### config.mk
export PLATFORM = sky130hd
export DESIGN_NAME = mem_ctrl
export DESIGN_NICKNAME = d
export VERILOG_FILES = /design/src/rtl/mem_ctrl.sv
export SDC_FILE = /design/constraint.sdc
export NUM_CORES = 1
export LEC_CHECK = 0
export ABC_AREA = 1
export CELL_PAD_IN_SITES_DETAIL_PLACEMENT = 1
export CELL_PAD_IN_SITES_GLOBAL_PLACEMENT = 2
export CORE_ASPECT_RATIO = 0.7
export CORE_MARGIN = 3
export CORE_UTILIZATION = 26
export DETAILED_ROUTE_END_ITERATION = 10
export GPL_ROUTABILITY_DRIVEN = 0
export PLACE_DENSITY = 0.8
export SLEW_MARGIN = 0
export SYNTH_ARGS = -nofsm -noshare
export SYNTH_HDL_FRONTEND = slang
export SYNTH_SLANG_ARGS = --single-unit
### constraint.sdc
create_clock -name CLK -period 2.2 [get_ports CLK]
set_input_delay 0.22 -clock CLK [delete_from_list [all_inputs] [get_ports CLK]]
set_output_delay 0.22 -clock CLK [all_outputs]
set_load 0.01 [all_outputs]
### src/rtl/mem_ctrl.sv
// CPU-to-RAM handshake controller: latches one request, drives a strobed RAM access
// against an asynchronous MFC handshake, and reports completion/timeout.
module mem_ctrl #(
  parameter int TIMEOUT = 32
) (
  input  logic       CLK,
  input  logic       RST,
  input  logic       req,
  input  logic       wr,
  input  logic [7:0] addr,
  input  logic [7:0] wdata,
  output logic [7:0] rdata,
  output logic       busy,
  output logic       done,
  output logic       err,
  output logic [7:0] MAR,
  output logic       enable,
  output logic       rnw,
  output logic [7:0] bus,
  input  logic [7:0] MBR,
  input  logic       MFC
);

  localparam int CW = $clog2(TIMEOUT) + 1;
  localparam logic [CW-1:0] CNT_LAST = CW'(TIMEOUT - 1);
  localparam logic [CW-1:0] CNT_MAX  = '1;

  typedef enum logic [1:0] {IDLE, SETUP, ACCESS, RELEASE} state_t;

  state_t        state_q, state_d;
  logic          mfc_meta_q, mfc_s_q;
  logic [CW-1:0] cnt_q, cnt_d, cnt_inc;
  logic          abort_q, abort_d;
  logic [7:0]    mar_q, mar_d, bus_q, bus_d, rdata_q, rdata_d;
  logic          rnw_q, rnw_d, enable_q, enable_d;
  logic          done_q, done_d, err_q, err_d, busy_q, busy_d;

  always_comb begin
    state_d  = state_q;
    cnt_d    = cnt_q;
    abort_d  = abort_q;
    mar_d    = mar_q;
    rnw_d    = rnw_q;
    bus_d    = bus_q;
    rdata_d  = rdata_q;
    enable_d = enable_q;
    done_d   = 1'b0;
    err_d    = 1'b0;
    cnt_inc  = (cnt_q == CNT_MAX) ? cnt_q : cnt_q + CW'(1);
    case (state_q)
      IDLE: begin
        enable_d = 1'b0;
        if (req) begin
          mar_d   = addr;
          rnw_d   = ~wr;
          bus_d   = wr ? wdata : 8'h00;
          abort_d = 1'b0;
          state_d = SETUP;
        end
      end
      // A still-high MFC from a previous access must drop before a new strobe.
      SETUP: begin
        if (!mfc_s_q) begin
          enable_d = 1'b1;
          cnt_d    = '0;
          state_d  = ACCESS;
        end
      end
      ACCESS: begin
        if (mfc_s_q) begin
          enable_d = 1'b0;
          if (rnw_q) rdata_d = MBR;
          cnt_d    = '0;
          state_d  = RELEASE;
        end else if (cnt_q == CNT_LAST) begin
          enable_d = 1'b0;
          abort_d  = 1'b1;
          cnt_d    = '0;
          state_d  = RELEASE;
        end else begin
          cnt_d = cnt_inc;
        end
      end
      RELEASE: begin
        if (!mfc_s_q) begin
          done_d  = 1'b1;
          err_d   = abort_q;
          abort_d = 1'b0;
          state_d = IDLE;
        end else if (cnt_q == CNT_LAST) begin
          done_d  = 1'b1;
          err_d   = 1'b1;
          abort_d = 1'b0;
          state_d = IDLE;
        end else begin
          cnt_d = cnt_inc;
        end
      end
      default: state_d = IDLE;
    endcase
    busy_d = (state_d != IDLE);
  end

  always_ff @(posedge CLK) begin
    if (RST) begin
      state_q    <= IDLE;
      mfc_meta_q <= 1'b0;
      mfc_s_q    <= 1'b0;
      cnt_q      <= '0;
      abort_q    <= 1'b0;
      mar_q      <= 8'h00;
      rnw_q      <= 1'b1;
      bus_q      <= 8'h00;
      rdata_q    <= 8'h00;
      enable_q   <= 1'b0;
      done_q     <= 1'b0;
      err_q      <= 1'b0;
      busy_q     <= 1'b0;
    end else begin
      state_q    <= state_d;
      mfc_meta_q <= MFC;
      mfc_s_q    <= mfc_meta_q;
      cnt_q      <= cnt_d;
      abort_q    <= abort_d;
      mar_q      <= mar_d;
      rnw_q      <= rnw_d;
      bus_q      <= bus_d;
      rdata_q    <= rdata_d;
      enable_q   <= enable_d;
      done_q     <= done_d;
      err_q      <= err_d;
      busy_q     <= busy_d;
    end
  end

  assign rdata  = rdata_q;
  assign busy   = busy_q;
  assign done   = done_q;
  assign err    = err_q;
  assign MAR    = mar_q;
  assign enable = enable_q;
  assign rnw    = rnw_q;
  assign bus    = bus_q;

endmodule

==> key figures <==
Worst setup path
  – Worst setup SP type: flop
  – Crit path depth: 5
  – R2R depth: 5
  – CP cell instances: inv_1 -> ha_1 -> nand3_1 -> o21ai_0 -> a21oi_1
  – WP data arrival: 1940 ps
  – Worst Path Required: 2380 ps
  – CP Max Fanout: 16
  – Crit. Startpoint: state_q[0]$_SDFF_PP0_
  – Setup crit end kind: flop
  – Worst path top cell family by delay: simple AND/OR/NAND/NOR gates
  – WP buf/inv: 1
  – Max stage delay cell, worst path: nand3_1
  – R2R Path Start: state_q[0]$_SDFF_PP0_
  – WS Path Type: flop to flop
  – CP max stage delay: 420 ps

Synth
  – Syn Area/Cell: 7.29 um^2
  – Mapped Nets: 282
  – Syn Std Cell Area: 0.00179 mm^2
  – Proportion of synthesized area in mux cells: 0%
  – Sequential share of the synthesized area: 44.6%
  – Post-synth top area share: 44.6%
  – Post-Synth Simple-Gate Area: 27.6%
  – Mapped Cells: 246
  – Synth area leaders: dfxtp_1 (45%), nor2_1 (8.8%), nand2_1 (8.4%)
  – Distinct cells, synth: 28
  – Most instantiated cells after synthesis: nor2_1 (42), dfxtp_1 (40), nand2_1 (40)
  – Synth Area in XOR/XNOR: 0.488%
  – Primary FF master, synth: dfxtp_1
  – Post-synthesis register bit count: 40
  – Cell taking the most area after synthesis: dfxtp_1
  – Synthesized-area fraction occupied by adder cells: 4.88%
  – EDFF count, synth: 0
  – Most frequent cell after synthesis: nor2_1
  – Compound-Gate Fraction of Synth Area: 12.8%
  – Largest family of logic cells by synthesized area: simple AND/OR/NAND/NOR gates
  – Yosys warnings: 0
  – FFs w/ async S/R, synth: 0%

Clock network
  – CTS tree: built
  – Clk buf depth: 2
  – Clk sink count: 40
  – Post-CTS Setup Inserts: 0
  – Clk_lat worst skew: 300 ps
  – Clock transition at path regs: 80 ps
  – Root buf cell: clkbuf_8
  – H-tree depth: 2
  – Post-CTS Hold Buffers: 0
  – CTS buffer count: 5
  – Post-cts gate resize count: 0

Power
  – Total chip power: 2.83 mW
  – Cell Int Power: 1.76 mW
  – Clock group share of total power: 22.3%
  – Flop pwr share: 34.7%
  – Sw power: 1.07 mW
  – Switching part of the total: 37.7%
  – Peak VDD IR: 0.469 mV
  – Cell Pwr Density: 1100 mW/mm^2
  – Logic pwr share: 43.0%
  – LEAKAGE: 1.05 nW

Drt
  – Vias post-DR: 1,711
  – DRT antenna net count: 0
  – Drt drc: 0
  – Drt wl/cell: 12.7 um
  – Final wirelength: 5.07 mm
  – Routed vias/inst: 4.30
  – Detailed router's first-iteration violation count: 62
  – 1st-pass router iterations: 4

Timing
  – Final setup vio count: 0
  – Hold slack: 424 ps
  – Least-Margin Pin Slew: 504 ps
  – Final Hold Vio Count: 0
  – Worst Skew: 2.15 ps
  – Post-route minimum period: 1770 ps
  – Final worst-path cycle share: 80.3%
  – RSZ-0062 raised after global routing: false
  – Fin Setup TNS: 0 ps
  – Slew HR: 66.4%
  – Fin worst setup slack: 433 ps
  – Final Max Tran Viols: 0
  – Highest clock rate: 566 MHz

Global routing
  – Total track usage: 13.0%
  – GR Util met2: 19.4%
  – Initial antenna violation count: 0
  – Global route hottest layer: met2
  – Wire length of the first global-routing pass: 8.18 mm
  – Largest net degree at the start of global routing: 19
  – Vias in the first global route: 1,695
  – Grt ovf: 0
  – Met3 global-route usage: 3.90%
  – M1 GR Usage: 18.1%

Placement
  – Post-DP HPWL: 3.98 mm
  – PortBufs: 57
  – Dpl ws: 418 ps
  – Area after DPL: 0.00247 mm^2

Cells and area
  – # diodes: 0
  – Share of cells above drive strength 1: 7.82%
  – Nets: 342
  – Final Cell Area: 0.00258 mm^2
  – Area Growth Syn to Fin: 44.1%

Die
  – Core area: 0.00646 mm^2
  – Die Wd: 105 um
  – Rows: 24
  – Boundary Pins: 58
  – Die area: 0.00795 mm^2
  – Starting density of the core: 27.8%
  – Die span in y: 75.5 um

Min path
  – Hold Path Cell Cnt: 2
  – HP Class: flop to flop
  – HP Start: mfc_meta_q$_SDFF_PP0_

Run
  – Max_cap viols: 0

Outcome
  – Status: finished clean
[worst min-delay path: cells and delay by family, from the launching register on]
| kind | cells | cell delay, ps |
|---|---|---|
| DFF | 1 | 310 |
| buffers and inverters | 1 | 40 |
| and+or+nand+nor | 1 | 30 |
[power groups by stage]
stage               clock (mW)  sequential (mW)  combinational (mW)
floorplan                    0             1.04               0.710
global placement             0             1.00                1.22
detailed placement           0             1.00                1.23
CTS                      0.653            0.987                1.23
global route             0.683             1.01                1.38
finish                   0.630            0.984                1.22
[layout make-up]
class,count,area (um^2)
Clock buffer,5,68.8
Clock inverter,3,46.3
Fill cell,802,3870
Inverter,35,134
Multi-Input combinational cell,163,821
Sequential cell,40,801
Tap cell,91,114
Timing Repair Buffer,61,601
[final timing paths]
| check | slack (ps) | to |
|---|---|---|
| worst min-delay path | 420 | mfc_s_q$_SDFF_PP0_ |
| worst max register to register | 430 | rdata[5]$_SDFFE_PP0P_ |
| worst max-delay path | 430 | rdata[5]$_SDFFE_PP0P_ |
| worst min register to register | 420 | mfc_s_q$_SDFF_PP0_ |
[flip-flops by register name, summed over array words and instances, names as in the netlist]
name        flops
cnt_q           6
enable          1
bus             8
abort_q         1
MAR             8
state_q         2
rdata           8
rnw             1
mfc_meta_q      1
done            1
mfc_s_q         1
err             1
busy            1
[placed cells by master (no fill, tap or decap), drive strengths merged, types with 2 or more instances in the layout]
cell type / n
dfxtp: 40
o21a: 2
clkdlybuf4s50: 57
clkbuf: 5
a21o: 2
o21ai: 20
nor3: 8
nand2: 45
nor2: 43
inv: 36
a21oi: 17
nand3: 14
ha: 7
buf: 4
[kinds of logic after synthesis]
family | after synthesis
compound gates | 43
xor+xnor | 1
fa+ha+maj | 7
buf+inv | 43
flops | 40
simple gates | 112
[through the flow]
stage                     std cells  utilization (%)
after global routing            398             40.0
after global placement          390             38.3
after CTS                       398             40.0
final                           398             40.0
after detailed placement        390             38.3
after floorplan                 246                -
[metal layers]
metal  part of all wire [%]  routed length [um]  vias to the layer above
met3                    5.3                 267                        8
met5                      0                   0                        -
met2                     39                1960                       41
met1                     55                2780                      771
met4                    1.1                  58                        0
li1                       -                   -                      891
Note: power is estimated with default switching activity, not from simulation.
